<file path="config.mk">
export PLATFORM = sky130hd
export DESIGN_NAME = bcd_lap_timer
export DESIGN_NICKNAME = d
export VERILOG_FILES = /design/src/rtl/bcd_lap_timer_pkg.sv /design/src/rtl/bcd_lap_timer_digit_cnt.sv /design/src/rtl/bcd_lap_timer.sv
export SDC_FILE = /design/constraint.sdc
export NUM_CORES = 1
export LEC_CHECK = 0
export BUFFER_PORTS_ARGS = -buffer_cell sky130_fd_sc_hd__buf_2
export CAP_MARGIN = 20
export CORE_ASPECT_RATIO = 0.8
export CORE_MARGIN = 5
export CORE_UTILIZATION = 59
export CTS_CLUSTER_DIAMETER = 120
export CTS_CLUSTER_SIZE = 25
export DETAILED_ROUTE_END_ITERATION = 16
export PLACE_DENSITY = 0.95
export SKIP_LAST_GASP = 1
export SLEW_MARGIN = 10
export SYNTH_ARGS = -nofsm -noshare
export SYNTH_HDL_FRONTEND = slang
export SYNTH_SLANG_ARGS = --single-unit
</file>
<file path="constraint.sdc">
create_clock -name clk -period 4.3 [get_ports clk]
set_clock_uncertainty 0.05 [all_clocks]
set_input_delay 0.86 -clock clk [delete_from_list [all_inputs] [get_ports clk]]
set_output_delay 0.86 -clock clk [all_outputs]
set_load 0.005 [all_outputs]
</file>
<file path="src/rtl/bcd_lap_timer_pkg.sv">
// Shared definitions for the BCD lap timer: FSM state encoding, BCD digit
// limits and helpers for the packed time width and preset sanitising.
package bcd_lap_timer_pkg;

    typedef enum logic [1:0] {
        ST_IDLE  = 2'd0,
        ST_RUN   = 2'd1,
        ST_PAUSE = 2'd2,
        ST_DONE  = 2'd3
    } state_t;

    localparam logic [3:0] BCD_MAX9     = 4'd9;
    localparam logic [3:0] BCD_MAX5     = 4'd5;
    localparam int         SEC_TENS_IDX = 2;

    // Packed width: minute digits plus sec tens, sec ones and tenths.
    function automatic int time_width(input int min_digits);
        return 4 * (min_digits + 3);
    endfunction

    function automatic logic [3:0] digit_max(input int idx);
        return (idx == SEC_TENS_IDX) ? BCD_MAX5 : BCD_MAX9;
    endfunction

    function automatic logic [3:0] sat_nibble(input logic [3:0] v, input logic [3:0] lim);
        return (v > lim) ? lim : v;
    endfunction

endpackage

</file>
<file path="src/rtl/bcd_lap_timer_digit_cnt.sv">
// One BCD digit of the time register: wraps at MAX going up and at 0 going
// down, with a synchronous parallel load that overrides counting.
module bcd_digit_cnt
    import bcd_lap_timer_pkg::*;
#(
    parameter logic [3:0] MAX = BCD_MAX9
) (
    input  logic       clk,
    input  logic       reset,
    input  logic       inc,
    input  logic       dec,
    input  logic       load,
    input  logic [3:0] load_d,
    output logic [3:0] q,
    output logic       carry,
    output logic       borrow
);

    logic [3:0] r_q;

    // NOTE: state registers use non-blocking assignments so every digit in the
    // chain samples its neighbours' pre-edge values on the same clock edge.
    always_ff @(posedge clk or negedge reset) begin
        if (!reset) begin
            r_q <= 4'd0;
        end else if (load) begin
            r_q <= load_d;
        end else if (inc) begin
            r_q <= (r_q == MAX) ? 4'd0 : r_q + 4'd1;
        end else if (dec) begin
            r_q <= (r_q == 4'd0) ? MAX : r_q - 4'd1;
        end
    end

    assign q      = r_q;
    assign carry  = inc && (r_q == MAX);
    assign borrow = dec && (r_q == 4'd0);

endmodule

</file>
<file path="src/rtl/bcd_lap_timer.sv">
// Up/down BCD stopwatch with preset load, lap capture and expiry, advanced by
// the 0.1 s tick enable. Holds the FSM, lap register and load sanitiser.
module bcd_lap_timer
    import bcd_lap_timer_pkg::*;
#(
    parameter  int MIN_DIGITS = 1,
    localparam int W          = time_width(MIN_DIGITS)
) (
    input  logic         clk,
    input  logic         reset,
    input  logic         tick,
    input  logic         start_stop,
    input  logic         clear,
    input  logic         lap,
    input  logic         mode,
    input  logic         load_en,
    input  logic [W-1:0] load_val,
    output logic [W-1:0] time_bcd,
    output logic [W-1:0] lap_bcd,
    output logic         lap_valid,
    output logic         running,
    output logic         expired
);

    localparam int NDIG = MIN_DIGITS + 3;

    state_t         r_state;
    logic           r_run_mode;
    logic           r_running;
    logic           r_expired;
    logic           r_lap_valid;
    logic [W-1:0]   r_lap_bcd;

    logic [W-1:0]    w_time;
    logic [W-1:0]    w_load_d;
    logic [NDIG-1:0] w_carry, w_borrow, w_dig_max, w_dig_zero;
    logic [NDIG-1:0] w_inc_vec, w_dec_vec;
    logic            w_at_end, w_cnt_en, w_load, w_unused;

    // Terminal value depends on direction: all-max going up, all-zero going down.
    assign w_at_end = r_run_mode ? (&w_dig_zero) : (&w_dig_max);
    assign w_cnt_en = (r_state == ST_RUN) && tick && !start_stop && !clear && !w_at_end;
    assign w_load   = clear || (load_en && (r_state != ST_RUN));

    assign w_inc_vec = {w_carry[NDIG-2:0],  w_cnt_en && !r_run_mode};
    assign w_dec_vec = {w_borrow[NDIG-2:0], w_cnt_en &&  r_run_mode};
    assign w_unused  = w_carry[NDIG-1] ^ w_borrow[NDIG-1];

    for (genvar gi = 0; gi < NDIG; gi++) begin : g_digit
        localparam logic [3:0] DMAX = digit_max(gi);

        assign w_load_d[4*gi +: 4] = clear ? 4'd0 : sat_nibble(load_val[4*gi +: 4], DMAX);
        assign w_dig_max[gi]       = (w_time[4*gi +: 4] == DMAX);
        assign w_dig_zero[gi]      = (w_time[4*gi +: 4] == 4'd0);

        bcd_digit_cnt #(.MAX(DMAX)) u_digit (
            .clk    (clk),
            .reset  (reset),
            .inc    (w_inc_vec[gi]),
            .dec    (w_dec_vec[gi]),
            .load   (w_load),
            .load_d (w_load_d[4*gi +: 4]),
            .q      (w_time[4*gi +: 4]),
            .carry  (w_carry[gi]),
            .borrow (w_borrow[gi])
        );
    end

    always_ff @(posedge clk or negedge reset) begin
        if (!reset) begin
            r_state    <= ST_IDLE;
            r_run_mode <= 1'b0;
            r_running  <= 1'b0;
            r_expired  <= 1'b0;
        end else if (clear) begin
            r_state   <= ST_IDLE;
            r_running <= 1'b0;
            r_expired <= 1'b0;
        end else begin
            case (r_state)
                ST_IDLE, ST_PAUSE: begin
                    if (!load_en && start_stop) begin
                        r_state    <= ST_RUN;
                        r_running  <= 1'b1;
                        r_run_mode <= mode;
                    end
                end
                ST_RUN: begin
                    if (start_stop) begin
                        r_state   <= ST_PAUSE;
                        r_running <= 1'b0;
                    end else if (tick && w_at_end) begin
                        r_state   <= ST_DONE;
                        r_running <= 1'b0;
                        r_expired <= 1'b1;
                    end
                end
                ST_DONE: begin
                    if (load_en) begin
                        r_state   <= ST_IDLE;
                        r_expired <= 1'b0;
                    end
                end
                default: r_state <= ST_IDLE;
            endcase
        end
    end

    // Lap captures the pre-tick time; only clear and reset discard it.
    always_ff @(posedge clk or negedge reset) begin
        if (!reset) begin
            r_lap_bcd   <= '0;
            r_lap_valid <= 1'b0;
        end else if (clear) begin
            r_lap_bcd   <= '0;
            r_lap_valid <= 1'b0;
        end else if (lap && ((r_state == ST_RUN) || (r_state == ST_PAUSE))) begin
            r_lap_bcd   <= w_time;
            r_lap_valid <= 1'b1;
        end
    end

    assign time_bcd  = w_time;
    assign lap_bcd   = r_lap_bcd;
    assign lap_valid = r_lap_valid;
    assign running   = r_running;
    assign expired   = r_expired;

endmodule

</file>
; Word level (Yosys, flattened, before mapping)
; Cells that the tools add are included.
[word_totals]
reg_bits = 38
word_cells = 127
[classes]
n_addsub = 8
n_lt_le_gt_ge = 4
n_eq_ne = 13
muxes = 49
bitwise = 1
n_reduce_logical = 42
[op_table]
columns = op, n
row1 = 4-bit 2-to-1 mux, 28
row2 = 16-bit 2-to-1 mux, 2
row3 = 3-bit nonzero test, 6
row4 = 4-bit by 1-bit adder with 4-bit output (second input constant), 4
row5 = 1-bit logical AND, 16
row6 = 4-bit logical NOT, 4
row7 = 4-bit by 1-bit subtractor with 4-bit output (second input constant), 4
row8 = 4-bit == test (second input constant), 3
row9 = 4-bit > comparator (second input constant), 3
row10 = 4-bit AND reduction, 3
row11 = 1-bit 2-to-1 mux, 11
row12 = 2-bit 2-to-1 mux, 5
row13 = 3-bit != test (second input constant), 3
row14 = 3-bit AND reduction, 3
row15 = 2-bit case mux with 3 select lines, 1
row16 = 1-bit logical NOT, 5
row17 = 2-bit == test (second input constant), 2
row18 = 4-bit by 3-bit == test with 1-bit output (second input constant), 1
row19 = 4-bit by 3-bit > comparator with 1-bit output (second input constant), 1
row20 = 4-bit by 3-bit != test with 1-bit output (second input constant), 1
row21 = 1-bit case mux with 2 select lines, 2
row22 = 3-bit by 2-bit != test with 1-bit output (second input constant), 1
row23 = 2-bit by 1-bit == test with 1-bit output (second input constant), 1
row24 = 2-bit logical NOT, 1
row25 = other kinds (5), 6

; Longest topological paths before layout
[depth]
word_depth = 12
mapped_depth = 10

; By module
; A second synthesis with hierarchy kept.
[hier_totals]
cells_unflattened = 299
area_unflattened_um2 = 2667.6
[modules_own_cells]
columns = module, instances, cells_each, area_each_um2, seq_area_each_um2
row1 = bcd_lap_timer, 1, 122, 1198.6, 550.5
row2 = bcd_digit_cnt at g_digit[0].u_digit ..., 3, 45, 369.1, 100.1
row3 = bcd_digit_cnt at g_digit[2].u_digit, 1, 42, 361.6, 100.1

; Worst setup path after synthesis
; OpenSTA, ideal clock, no wires.
[synth_timing]
kind = input to register
startpoint = input port clear
endpoint = register g_digit[3].u_digit.r_q[1]
setup_time_ps = 124
arrival_time_ps = 2250
required_ps = 4126
path_slack_ps = 1876
cell_stages = 7
n_path_buf = 2
path_cell_list = buf_6 -> nor4bb_4 -> and4_4 -> buf_6 -> nand3_1 -> o311a_2 -> o31a_1
[synth_between]
elab_chain_cells = 9
[synth_rtl]
columns = item, line_no
row1 = from (decl), bcd_lap_timer.sv:13  ; input logic clear,
row2 = 1-bit logical NOT, bcd_lap_timer.sv:42  ; assign w_cnt_en = (r_state == ST_RUN) && tick && !start_stop && !clear && !w_at_end;
row3 = 1-bit logical AND (2 in a row), bcd_lap_timer.sv:42
row4 = 1-bit logical AND, bcd_lap_timer.sv:45  ; assign w_inc_vec = {w_carry[NDIG-2:0], w_cnt_en && !r_run_mode};
row5 = 1-bit logical AND (3 in a row), bcd_lap_timer_digit_cnt.sv:36  ; assign carry = inc && (r_q == MAX);
row6 = 4-bit 2-to-1 mux, bcd_lap_timer_digit_cnt.sv:28  ; end else if (inc) begin
row7 = 4-bit 2-to-1 mux, bcd_lap_timer_digit_cnt.sv:26  ; end else if (load) begin
row8 = to (signal assigned), bcd_lap_timer_digit_cnt.sv:27  ; r_q <= load_d;
row9 = to (signal assigned), bcd_lap_timer_digit_cnt.sv:29  ; r_q <= (r_q == MAX) ? 4'd0 : r_q + 4'd1;
row10 = to (signal assigned), bcd_lap_timer_digit_cnt.sv:31  ; r_q <= (r_q == 4'd0) ? MAX : r_q - 4'd1;
row11 = to (decl), bcd_lap_timer_digit_cnt.sv:19  ; logic [3:0] r_q;
; Parallel ways exist; a longest one is shown, timed or not.
; A chain may end at the register's enable or synchronous reset.

; Final worst setup path
[layout_timing]
startpoint = input port clear
endpoint = register g_digit[3].u_digit.r_q[3]
; Same word-level chain as after synthesis.

==> impl_metrics.yaml <==
place:
  globalplace.congestion: 0.885
  dp_hpwl_um: 4990
  port_buffers: 58
clock_tree:
  clk_path_buf_depth: 2
  cts_resized: 0
  cts_tree: "yes"
  cts_hold_buf: 0
  post_cts_buffers: 0
  htreeDepth: 2
  path_clk_slew_ns: 0.07
  clock_latency_ns: 0.30
  numClockSinks: 38
  numCtsBuffers: 5
  cts_root_buf: "clkbuf_8"
global_routing:
  grt_pass1_wl_um: 11700
  globalRoute.totalOverflow: 0
  antenna_found_initial: 0
  grt_util_all_layers_pct: 24.1
  grt_pass1_vias: 2406
  grt_max_degree: 39
timing:
  min_period_ns: 2.47
  drv_slew: 0
  finalSetupTns_ns: 0
  hold_viol: 0
  hold_slack_ns: 0.467
  worst_pin_slew_ns: 0.849
  finalSetupViolCount: 0
  rsz0062_at_grt: "no"
  finalCritPeriodShare_pct: 57.5
  max_slew_margin_pct: 43.4
  max_freq_mhz: 405
die:
  fp.dieW_um: 85.5
  dieArea_um2: 6010
  fp-row-count: 22
  num_io_pins: 59
  coreArea_um2: 4490
  start_util_pct: 59.9
  die_h_um: 70.4
worst_setup_path:
  endpoint_kind: "register"
  crit_path_cell_trace: "buf_2, nand4bb_1, nor3_2, a41oi_1, o31a_1, o211ai_2"
  worst-setup-path-type: "in -> reg"
  cpPeakStageDelay_ns: 0.45
  crit_required_ns: 4.47
  r2r_setup_slack_ns: 1.86
  path_max_fanout: 28
  crit_buf_inv: 1
  arrival_ns: 2.64
  critical_path.slowest_cell: "nand4bb_1"
  crit_path_start_kind: "input pin"
  critPathTopFamily: "simple AND/OR/NAND/NOR gates"
route:
  vias: 2717
  vias_per_cell: 6.32
  wirelength_um: 7020
  first_pass_iters: 5
  wire_per_inst_um: 16.3
  ant_nets: 0
  drc_errors: 0
  drt_iter0_markers: 298
synth:
  synth_cell_type_count: 67
  synth_cells: 329
  synth-async-reset-ratio_pct: 100
  netlist_area_um2: 2690
  ys_seq_area_share_pct: 35.4
  synth_warnings: 0
  synth_edf_count: 0
  synthFlopType: "dfrtp_1"
  syn_nets: 357
  postSynthAreaPerCell_um2: 8.17
  ys_seq_elements: 38
layout:
  fillers: 386
  nNetsFinal: 397
  area_growth_pct: 14.3
  drive_gt1_share_pct: 21.9
  layout_common_cells: "nand2_1, buf_2, dfrtp_1, a21oi_1, nor2_1"
  num_antenna_cells: 0
  final_common_cell: "nand2_1"
pwr:
  max-vdd-ir-drop_v: 0.000232
  powerDensity_nw_per_um2: 470
  p_leak_uw: 0.00131
min_path:
  holdCritPathClass: "reg -> reg"
run:
  cap_violations: 0
status:
  status: "finished clean"
-- Yosys cell counts, types with 5 or more instances --
cell | n | area [um2]
nor2_1 | 23 | 86.3
dfrtp_1 | 38 | 951
nand2b_1 | 11 | 68.8
o21ai_0 | 18 | 90.1
clkbuf_1 | 17 | 63.8
a21oi_1 | 32 | 160
inv_1 | 8 | 30.0
nor3_1 | 7 | 35.0
nand3_1 | 11 | 55.1
nand2_1 | 62 | 233
buf_2 | 5 | 25.0
-- flip-flops by register name, indices dropped and copies added (netlist names) --
| signal | cells |
|---|---|
| lap_bcd | 16 |
| expired | 1 |
| g_digit.u_digit.q | 16 |
| running | 1 |
| lap_valid | 1 |
| r_run_mode | 1 |
| r_state | 2 |
-- metal layers --
layer	part of all wire (%)	wire length, um	up-vias	GRT usage (%)
met5	0	0	-	0
met4	1.9	133	0	7.03
met3	8.2	579	19	5.66
met2	47	3290	127	37.8
met1	43	3010	1299	33.1
li1	-	-	1272	-
-- worst paths after layout --
| kind | cells after the start | end | from |
|---|---|---|---|
| worst max-delay path | 6 | g_digit[3].u_digit.q[3] | clear |
| worst min-delay path | 2 | lap_bcd[12] | lap_bcd[12] |
| worst max register to register | 6 | expired | g_digit[0].u_digit.q[0] |
| worst min register to register | 2 | lap_bcd[12] | lap_bcd[12] |
| max in group asynchronous | 1 | lap_bcd[9] | reset |
| min in group asynchronous | 1 | lap_valid | reset |
-- area by class of cell --
| type | count | area (um2) | share of cell area, % |
|---|---|---|---|
| Clock buffer | 6 | 82.6 | 2.69 |
| Clock inverter | 2 | 60.1 | 1.95 |
| Inverter | 8 | 30.0 | 0.977 |
| Multi-Input combinational cell | 257 | 1580 | 51.3 |
| Sequential cell | 38 | 951 | 30.9 |
| Tap cell | 60 | 75.1 | 2.44 |
| Timing Repair Buffer | 59 | 298 | 9.69 |
-- per-stage QoR --
| stage | utilization (%) | cell area [um2] | cells | total power (uW) | setup slack [ns] |
|---|---|---|---|---|---|
| after CTS | 68.5 | 3070 | 430 | 1440 | 1.88 |
| after global placement | 65.3 | 2930 | 422 | 1040 | 1.63 |
| final | 68.5 | 3070 | 430 | 1450 | 1.83 |
| after global routing | 68.5 | 3070 | 430 | 1540 | 1.70 |
| after floorplan | - | 2690 | 329 | 915 | 1.88 |
| after detailed placement | 65.3 | 2930 | 422 | 1060 | 1.58 |
-- logic make-up after synthesis --
family | Yosys count | share of synthesized area (%)
AND/OR/NAND/NOR | 148 | 29.5
AO/OA/AOI/OAI | 98 | 24.9
adder cells (fa/ha/maj) | 4 | 1.86
multiplexers | 2 | 0.791
flip-flops | 38 | 35.4
buffers and inverters | 34 | 5.96
XOR/XNOR | 5 | 1.63
-- report_power, final --
part           switching (uW)  total [uW]  internal, uW
clock network             132         379           247
registers                 159         573           414
logic                     279         493           215
total                     569        1450           876
-- tightest hold or removal path, delay by kind of cell (launching register included) --
| kind | cells | cell delay (ns) |
|---|---|---|
| flops | 1 | 0.37 |
| simple gates | 1 | 0.05 |
| compound gates | 1 | 0.05 |
No activity file was read; power rests on OpenSTA's default activity.
